$ cat config.mk
export PLATFORM = sky130hd
export DESIGN_NAME = trace_ctrl_flat
export DESIGN_NICKNAME = d
export VERILOG_FILES = /design/src/rtl/trace_ctrl_pkg.sv /design/src/rtl/trace_ctrl_if.sv /design/src/rtl/trace_ctrl_fifo.sv /design/src/rtl/trace_ctrl.sv /design/src/flat_wrapper.sv
export SDC_FILE = /design/constraint.sdc
export NUM_CORES = 2
export LEC_CHECK = 0
export CORE_MARGIN = 2
export CORE_UTILIZATION = 60
export CTS_BUF_LIST = sky130_fd_sc_hd__clkbuf_8
export CTS_CLUSTER_DIAMETER = 30
export DETAILED_ROUTE_END_ITERATION = 8
export GPL_ROUTABILITY_DRIVEN = 0
export GPL_TIMING_DRIVEN = 1
export HOLD_SLACK_MARGIN = 0.15
export PLACE_DENSITY_LB_ADDON = 0.3
export SLEW_MARGIN = 20
export SYNTH_ARGS = -nofsm -noshare
export SYNTH_HDL_FRONTEND = slang
export SYNTH_HIERARCHICAL = 1
export SYNTH_SLANG_ARGS = --single-unit
$ cat constraint.sdc
create_clock -name clk -period 23.2 [get_ports clk]
set_input_delay 5.8 -clock clk [delete_from_list [all_inputs] [get_ports clk]]
set_output_delay 5.8 -clock clk [all_outputs]
set_load 0.01 [all_outputs]
$ cat src/rtl/trace_ctrl_pkg.sv
// Shared types for the retire-trace capture path: FSM state encoding and the trace record.
// Latency: n/a (types and constants only).
// Backpressure: n/a.
package trace_ctrl_pkg;

  typedef enum logic [2:0] {
    IDLE    = 3'd0,
    ARMED   = 3'd1,
    CAPTURE = 3'd2,
    DRAIN   = 3'd3,
    DONE    = 3'd4
  } trace_state_e;

  typedef struct packed {
    logic [31:0] seq;
    logic [31:0] pc;
    logic [31:0] instr;
    logic [31:0] wdata;
    logic [4:0]  rd;
    logic        we;
  } trace_rec_t;

  // Retiring this encoding inside a capture window ends the window.
  localparam logic [31:0] INSTR_EBREAK = 32'h00100073;

endpackage

$ cat src/rtl/trace_ctrl_if.sv
// Retire stream from writeback plus the record stream to the trace logger.
// Latency: n/a (wires only).
// Backpressure: out_ready from the logger holds the current record on the out_* fields.
interface trace_ctrl_if;

  logic        ret_valid;
  logic [31:0] ret_pc;
  logic [31:0] ret_instr;
  logic [31:0] ret_wdata;
  logic [4:0]  ret_rd;
  logic        ret_we;

  logic        out_valid;
  logic        out_ready;
  logic [31:0] out_seq;
  logic [31:0] out_pc;
  logic [31:0] out_instr;
  logic [31:0] out_wdata;
  logic [4:0]  out_rd;
  logic        out_we;

  // Pipeline/logger side: produces retires, consumes records.
  modport master (
    output ret_valid, ret_pc, ret_instr, ret_wdata, ret_rd, ret_we,
    output out_ready,
    input  out_valid, out_seq, out_pc, out_instr, out_wdata, out_rd, out_we
  );

  // Trace controller side.
  modport slave (
    input  ret_valid, ret_pc, ret_instr, ret_wdata, ret_rd, ret_we,
    input  out_ready,
    output out_valid, out_seq, out_pc, out_instr, out_wdata, out_rd, out_we
  );

endinterface

$ cat src/rtl/trace_ctrl_fifo.sv
// Record FIFO, first-word-fall-through from registered storage (no write-to-read bypass).
// Latency: a written entry is visible at the head the cycle after the write.
// Backpressure: a push is taken when not full, or when a pop frees a slot in the same cycle.
module trace_fifo
  import trace_ctrl_pkg::*;
#(
  parameter int  DEPTH = 16,
  parameter type rec_t = trace_rec_t,
  localparam int AW    = $clog2(DEPTH),
  localparam int CW    = AW + 1
) (
  input  logic          clk,
  input  logic          rst_n,
  input  logic          clr_i,
  input  logic          push_i,
  input  rec_t          push_dat_i,
  input  logic          pop_i,
  output rec_t          pop_dat_o,
  output logic          full_o,
  output logic          empty_o,
  output logic [CW-1:0] count_o
);

  rec_t        mem_q [DEPTH];
  logic [AW:0] wr_ptr_q;
  logic [AW:0] rd_ptr_q;
  logic        wr_en;
  logic        rd_en;

  // Pointers carry one extra wrap bit so full and empty are distinguishable.
  assign count_o = wr_ptr_q - rd_ptr_q;
  assign full_o  = (count_o == CW'(DEPTH));
  assign empty_o = (wr_ptr_q == rd_ptr_q);
  assign rd_en   = pop_i && !empty_o;
  assign wr_en   = push_i && (!full_o || rd_en);

  // Head is forced to zero when empty so the output fields read 0 out of reset.
  assign pop_dat_o = empty_o ? '0 : mem_q[rd_ptr_q[AW-1:0]];

  // Read/write pointer update; clr_i empties the FIFO in one cycle.
  always_ff @(posedge clk or negedge rst_n) begin
    if (!rst_n) begin
      wr_ptr_q <= '0;
      rd_ptr_q <= '0;
    end else if (clr_i) begin
      wr_ptr_q <= '0;
      rd_ptr_q <= '0;
    end else begin
      if (wr_en) wr_ptr_q <= wr_ptr_q + (AW+1)'(1);
      if (rd_en) rd_ptr_q <= rd_ptr_q + (AW+1)'(1);
    end
  end

  // Storage write; contents need no reset because the head is gated by empty.
  always_ff @(posedge clk) begin
    if (wr_en) mem_q[wr_ptr_q[AW-1:0]] <= push_dat_i;
  end

endmodule

$ cat src/rtl/trace_ctrl.sv
// Retire-trace capture: arm/trigger/stop FSM filters retires into a record FIFO drained to the logger.
// Latency: a captured retire shows on out_valid one cycle later; FSM moves on the edge after its cause.
// Backpressure: out_ready holds the head; full FIFO drops and counts records, or, with
//   RISCVIBE_TRACE_BACKPRESSURE_EN defined, stall_req holds the pipeline at DEPTH-1 entries.
module trace_ctrl
  import trace_ctrl_pkg::*;
#(
  parameter int DEPTH  = 16,
  parameter int DROP_W = 16
) (
  input  logic              clk,
  input  logic              rst_n,
  input  logic              arm,
  input  logic              trig_en,
  input  logic [31:0]       trig_pc,
  input  logic              stop,
  trace_ctrl_if.slave       tif,
  output trace_state_e      state,
  output logic              overflow,
  output logic [DROP_W-1:0] drop_cnt,
  output logic              stall_req
);

  localparam int CW = $clog2(DEPTH) + 1;

`ifdef RISCVIBE_TRACE_BACKPRESSURE_EN
  localparam bit BP_EN = 1'b1;
`else
  localparam bit BP_EN = 1'b0;
`endif

  trace_state_e      state_q, state_d;
  logic [31:0]       seq_q, seq_d;
  logic              overflow_q, overflow_d;
  logic [DROP_W-1:0] drop_cnt_q, drop_cnt_d;

  logic          push, pop, drop, clr, seq_clr;
  logic          trig_hit, stop_hit;
  logic          fifo_full, fifo_empty;
  logic [CW-1:0] fifo_cnt;
  trace_rec_t    push_rec, head_rec;

  assign trig_hit = tif.ret_valid && (tif.ret_pc == trig_pc);
  assign stop_hit = stop || (tif.ret_valid && (tif.ret_instr == INSTR_EBREAK));

  // FSM next state plus push/clear strobes; the stopping record itself is still pushed.
  always_comb begin
    state_d = state_q;
    push    = 1'b0;
    clr     = 1'b0;
    seq_clr = 1'b0;
    case (state_q)
      IDLE, DONE: begin
        if (arm) begin
          state_d = trig_en ? ARMED : CAPTURE;
          seq_clr = 1'b1;
          clr     = (state_q == DONE);
        end
      end
      ARMED: begin
        if (trig_hit) begin
          state_d = CAPTURE;
          push    = 1'b1;
        end
      end
      CAPTURE: begin
        push = tif.ret_valid;
        if (stop_hit) state_d = DRAIN;
      end
      DRAIN: begin
        if (fifo_empty) state_d = DONE;
      end
      default: state_d = IDLE;
    endcase
  end

  // FSM state register
  always_ff @(posedge clk or negedge rst_n) begin
    if (!rst_n) state_q <= IDLE;
    else        state_q <= state_d;
  end

  // A slot freed by a same-cycle pop lets a push into a full FIFO through.
  assign pop  = !fifo_empty && tif.out_ready;
  assign drop = !BP_EN && push && fifo_full && !pop;

  // Sequence number and drop bookkeeping; seq advances even for dropped records.
  always_comb begin
    seq_d      = seq_q;
    overflow_d = overflow_q;
    drop_cnt_d = drop_cnt_q;
    if (seq_clr)   seq_d = '0;
    else if (push) seq_d = seq_q + 32'd1;
    if (clr) begin
      overflow_d = 1'b0;
      drop_cnt_d = '0;
    end else if (drop) begin
      overflow_d = 1'b1;
      if (drop_cnt_q != '1) drop_cnt_d = drop_cnt_q + DROP_W'(1);
    end
  end

  // Counter registers
  always_ff @(posedge clk or negedge rst_n) begin
    if (!rst_n) begin
      seq_q      <= '0;
      overflow_q <= 1'b0;
      drop_cnt_q <= '0;
    end else begin
      seq_q      <= seq_d;
      overflow_q <= overflow_d;
      drop_cnt_q <= drop_cnt_d;
    end
  end

  assign push_rec = '{seq:   seq_q,
                      pc:    tif.ret_pc,
                      instr: tif.ret_instr,
                      wdata: tif.ret_wdata,
                      rd:    tif.ret_rd,
                      we:    tif.ret_we};

  trace_fifo #(
    .DEPTH (DEPTH),
    .rec_t (trace_rec_t)
  ) u_fifo (
    .clk        (clk),
    .rst_n      (rst_n),
    .clr_i      (clr),
    .push_i     (push),
    .push_dat_i (push_rec),
    .pop_i      (pop),
    .pop_dat_o  (head_rec),
    .full_o     (fifo_full),
    .empty_o    (fifo_empty),
    .count_o    (fifo_cnt)
  );

  assign tif.out_valid = !fifo_empty;
  assign tif.out_seq   = head_rec.seq;
  assign tif.out_pc    = head_rec.pc;
  assign tif.out_instr = head_rec.instr;
  assign tif.out_wdata = head_rec.wdata;
  assign tif.out_rd    = head_rec.rd;
  assign tif.out_we    = head_rec.we;

  assign state     = state_q;
  assign overflow  = overflow_q;
  assign drop_cnt  = drop_cnt_q;
  assign stall_req = BP_EN && ((state_q == CAPTURE) || (state_q == ARMED))
                     && (fifo_cnt >= CW'(DEPTH - 1));

endmodule

$ cat src/flat_wrapper.sv
// flat-port wrapper written by rule: the top's interface ports become plain ports
module trace_ctrl_flat import trace_ctrl_pkg::*;
#(
  parameter int DEPTH  = 16,
  parameter int DROP_W = 16
)
  (clk, rst_n, arm, trig_en, trig_pc, stop, state, overflow, drop_cnt, stall_req, tif_ret_valid, tif_ret_pc, tif_ret_instr, tif_ret_wdata, tif_ret_rd, tif_ret_we, tif_out_ready, tif_out_valid, tif_out_seq, tif_out_pc, tif_out_instr, tif_out_wdata, tif_out_rd, tif_out_we);
  trace_ctrl_if tif_i ();
  input  logic clk;
  input  logic rst_n;
  input  logic arm;
  input  logic trig_en;
  input  logic [31:0] trig_pc;
  input  logic stop;
  output trace_state_e state;
  output logic overflow;
  output logic [DROP_W-1:0] drop_cnt;
  output logic stall_req;
  input wire logic [$bits(tif_i.ret_valid)-1:0] tif_ret_valid;
  input wire logic [$bits(tif_i.ret_pc)-1:0] tif_ret_pc;
  input wire logic [$bits(tif_i.ret_instr)-1:0] tif_ret_instr;
  input wire logic [$bits(tif_i.ret_wdata)-1:0] tif_ret_wdata;
  input wire logic [$bits(tif_i.ret_rd)-1:0] tif_ret_rd;
  input wire logic [$bits(tif_i.ret_we)-1:0] tif_ret_we;
  input wire logic [$bits(tif_i.out_ready)-1:0] tif_out_ready;
  output wire logic [$bits(tif_i.out_valid)-1:0] tif_out_valid;
  output wire logic [$bits(tif_i.out_seq)-1:0] tif_out_seq;
  output wire logic [$bits(tif_i.out_pc)-1:0] tif_out_pc;
  output wire logic [$bits(tif_i.out_instr)-1:0] tif_out_instr;
  output wire logic [$bits(tif_i.out_wdata)-1:0] tif_out_wdata;
  output wire logic [$bits(tif_i.out_rd)-1:0] tif_out_rd;
  output wire logic [$bits(tif_i.out_we)-1:0] tif_out_we;
  assign tif_i.ret_valid = tif_ret_valid;
  assign tif_i.ret_pc = tif_ret_pc;
  assign tif_i.ret_instr = tif_ret_instr;
  assign tif_i.ret_wdata = tif_ret_wdata;
  assign tif_i.ret_rd = tif_ret_rd;
  assign tif_i.ret_we = tif_ret_we;
  assign tif_i.out_ready = tif_out_ready;
  assign tif_out_valid = tif_i.out_valid;
  assign tif_out_seq = tif_i.out_seq;
  assign tif_out_pc = tif_i.out_pc;
  assign tif_out_instr = tif_i.out_instr;
  assign tif_out_wdata = tif_i.out_wdata;
  assign tif_out_rd = tif_i.out_rd;
  assign tif_out_we = tif_i.out_we;
  trace_ctrl #(.DEPTH(DEPTH), .DROP_W(DROP_W)) u_core (.clk(clk), .rst_n(rst_n), .arm(arm), .trig_en(trig_en), .trig_pc(trig_pc), .stop(stop), .tif(tif_i), .state(state), .overflow(overflow), .drop_cnt(drop_cnt), .stall_req(stall_req));
endmodule
# Word level (Yosys, flattened, before mapping)
# Memory sizes are Yosys's and may differ from the RTL's.
# Cells that the tools add are included.
# Widths: inputs -> output; s select.
# word_totals
regBits,62
ramBits,2144
in_bits,141
mem_count,1
# mem_list
memory,words,word_bits,rd,rd_ports_with_merged_regs,wr,line,rtl
u_core.u_fifo.mem_q,16,134,1,0,1,trace_ctrl_fifo.sv:24,rec_t mem_q [DEPTH];
# op_classes
add_sub_neg,5
eq_ne,13
n_mux,26
reduce_logical,21
# op_table
op,n
$mux 134,1
$mux 32,2
$mux 16,3
$add 32x1->32 const B,1
$eq 32x21->1 const B,1
$eq 32x32->1,1
$mux 5,4
$add 16x1->16 const B,1
$ne 16x16->1 const B,1
$mux 3,4
$pmux 3 s4,1
$add 5x1->5 const B,2
$reduce_bool 2->1,5
$mux 1,9
$logic_and 1x1->1,7
$eq 3x2->1 const B,2
$ne 2x1->1 const B,3
$eq 5x5->1,1
$eq 5x5->1 const B,1
$sub 5x5->5,1
$reduce_and 4->1,1
$eq 3x1->1 const B,1
$eq 3x3->1 const B,1
$logic_not 1->1,3
other kinds (7),8

# Depth between registers and ports, before layout
# depth
word_depth,8
depth_mapped,15
mapped_depth_nobuf,12

# Cells and area by module
# Netlist, hierarchy kept.
# by_module_without_submodules
mod,n_inst,cells_per_inst,area_per_inst_um2
trace_fifo,1,3234,81994.9
trace_ctrl,1,387,3423.3

# Least setup slack after synthesis
# No wires, ideal clock.
# synth_timing
path_kind,input-to-reg
startpoint,input trig_pc[24]
endpoint,memory u_core/u_fifo/mem_q[3][0] (netlist name) (enable)
setup_ns,0.955
t_arrival_ns,20.318
t_required_ns,22.245
path_slack_ns,1.926
path_stages,10
path_cell_list,xnor2_1 nand4_1 nor4_4 nand4_4 clkbuf_1 a21o_1 inv_2 clkbuf_1 nand2_1 nor4_1
# synth_via
elab_chain_len,7
# synth_lines
element,line,rtl
from (decl),flat_wrapper.sv:13,input logic [31:0] trig_pc;
$eq 32x32->1,trace_ctrl.sv:43,assign trig_hit = tif.ret_valid && (tif.ret_pc == trig_pc);
$logic_and 1x1->1,trace_ctrl.sv:43,
$mux 1,trace_ctrl.sv:61,if (trig_hit) begin
$pmux 1 s2,trace_ctrl.sv:52,case (state_q)
net u_core.push,trace_ctrl.sv:37,"logic push, pop, drop, clr, seq_clr;"
$logic_and 1x1->1,trace_ctrl_fifo.sv:35,assign wr_en = push_i && (!full_o || rd_en);
$mux 1,trace_ctrl_fifo.sv:56,if (wr_en) mem_q[wr_ptr_q[AW-1:0]] <= push_dat_i;
$mux 1 (implied by the code),trace_ctrl_fifo.sv:56,
to (decl),trace_ctrl_fifo.sv:24,
# The timed path passes the listed nets, and every way through them passes these cells.

# Final worst setup path
# layout_timing
startpoint,register u_core.u_fifo.rd_ptr_q[0]
endpoint,output tif_out_instr[6]
# layout_via
elab_chain_len,2
# layout_lines
element,line,rtl
from (decl),trace_ctrl_fifo.sv:26,logic [AW:0] rd_ptr_q;
from (signal assigned),trace_ctrl_fifo.sv:50,if (rd_en) rd_ptr_q <= rd_ptr_q + (AW+1)'(1);
$mem_v2 16x134 / $eq 5x5->1 (equally long branches),--,
$mux 134 *,trace_ctrl_fifo.sv:38,assign pop_dat_o = empty_o ? '0 : mem_q[rd_ptr_q[AW-1:0]];
to (decl),flat_wrapper.sv:29,output wire logic [$bits(tif_i.out_instr)-1:0] tif_out_instr;
# Mark *: on every way between the ends. The rest lies on a longest branch, timed or not.

==> reports/metrics.cfg <==
[clock_tree]
cts_buffers=418
clk_pin_slew_ps=60
ctsHoldBuffers=0
cts_resized=0
cts_tree=done
clkSinkCount=2206
clk_latency_ps=1060
postCtsSetupBuffers=0
ctsRootBufferMaster=clkbuf_8
cts_max_level=5
clockBufferDepth=4

[cells_and_area]
multi_input_area_um2=18650
nets=4375
post-route-util_pct=69.99
stdcell_count=6432
fill_cells=8097
area_growth_pct=15.89
drive_gt1_share_pct=29.97
seq_area_um2=65940

[timing]
setup_violations=0
slew_violations=0
hold_viol_final=0
setup_tns_ps=0
worst_pin_slew_ps=1143
maxSlewHeadroom_pct=23.83
max_freq_ghz=0.08279
fin_crit_ps=12080
fin_crit_sh_pct=52.06
rsz0062_at_grt=no
clock_skew_ps=83.63

[global_route]
grt_first_pass_wirelength_um=284500
grt.total_usage_pct=27.20
grt_max_degree=120
antenna_found_initial=17
grt_pass1_vias=43020
overflow=0

[setup_path]
crit_cells=7
crit_chain=buf_12 -> buf_4 -> buf_4 -> mux4_2 -> mux4_2 -> nor2b_1 -> clkdlybuf4s50_1
path_class=flip-flop to primary output
cp.required_ps=17400
crit_buf_inv=4
cp_max_fo=107
max_stage_delay_ps=830
reg2reg_depth=12
crit_family=buffers and inverters
crit_path_end_kind=primary output
cp.arrival_ps=6280
start_kind=flip-flop
crit_slowest_cell=buf_4

[pwr]
p_total_mw=11.66
power_density_nw_per_um2=117.8
ir_worst_vdd_v=0.0001085
leakage_nw=31.27

[worst_hold_path]
hp-class=flip-flop to flip-flop
whs_path_depth=2

[logic_synthesis]
syn_avg_cell_area_um2=23.60
netlist_area_um2=85410
syn_nets=3772
syn_inst=3619
yosys_warnings=6

[floorplanning]
die_h_um=381.3
num_rows=138
dieWidth_um=381.3
io_pins=297
dieArea_um2=145400
start_util_pct=60.40
core_um2=141400

[route]
drt-initial-drc-count=4923
ant_nets=0
remaining_drc_errors=0
wl_per_cell_um=30.20
drt-pass1-iter-count=5
vias=41170
vias_per_cell=6.401
drt-total-wl_um=194300

[placement]
place.port_buffers=295
dpl.hpwl_um=95030
placedCellCount=5690

[run]
drv_cap=0

[outcome]
status=finished, final reports clean

[registers in the layout, summed over array words and instances (netlist names)]
signal and flops:
u_core/overflow 1, u_core/u_fifo/rd_ptr_q 5, u_core/state 3, u_core/drop_cnt 16, u_core/u_fifo/wr_ptr_q 5, u_core/u_fifo/mem_q 2144, u_core/seq_q 32
[worst reg2reg max path: cells and delay by family, from the launching register on]
family          cells  cell delay [ps]
compound gates      1              570
simple gates        5             1690
flops               1             1130
buf+inv             5             2830
fa+ha+maj           1              400
[cell type report]
class,instances,share of cell area (%)
multi-input combinational,1194,18.84
tap,1890,2.389
timing repair buffer,367,3.714
antenna,8,0.02023
clock buffer,424,5.896
inverter,35,0.1403
sequential,2206,66.63
clock inverter,308,2.374
[report_power, final]
part,total [mW],internal [mW],switching [mW]
registers,4.60,4.48,0.118
logic,3.39,1.78,1.61
clock network,3.68,2.08,1.60
[routing by layer]
| layer | vias to the layer above | global-route usage, % | wire [um] |
|---|---|---|---|
| met1 | 21810 | 38.02 | 73830 |
| met2 | 2239 | 42.80 | 96540 |
| met3 | 341 | 6.735 | 18850 |
| li1 | 16770 | - | - |
| met5 | - | 0 | 90 |
| met4 | 16 | 9.340 | 4955 |
[metrics by stage]
step,hold WS [ps],instance area (um2),setup slack [ps]
CTS,524.7,98930,10910
finish,522.7,98980,11120
detailed placement,508.2,90740,11700
global placement,498.0,90740,11770
global route,573.8,98970,10610
floorplan,523.4,85410,1926
[cell usage in the layout (no fill, tap or decap), drive strengths merged, types with 8 or more instances in the layout]
master            n
nor2             40
dfrtp            62
xnor2            40
bufinv           33
a21o             11
a21oi            31
ha               11
clkdlybuf4s50   294
and3             10
mux2i            12
nor4             11
nand4            28
diode             8
clkbuf          424
nor2b           137
clkinvlp         37
nand2            48
inv             128
mux4            670
nor3             19
buf              73
clkinv          145
nand3            27
edfxtp         2144
[final timing paths]
kind,start,to,slack (ps)
min in group asynchronous,rst_n,u_core/drop_cnt[8],4920
setup reg to reg,u_core/u_fifo/rd_ptr_q[2],u_core/u_fifo/mem_q[0][57],16090
hold / removal,u_core/overflow,u_core/overflow,520
hold reg to reg,u_core/overflow,u_core/overflow,520
max in group asynchronous,rst_n,u_core/u_fifo/rd_ptr_q[1],17610
setup / recovery,u_core/u_fifo/rd_ptr_q[0],tif_out_instr[6],11120
Power figures use the tool's default switching activity.
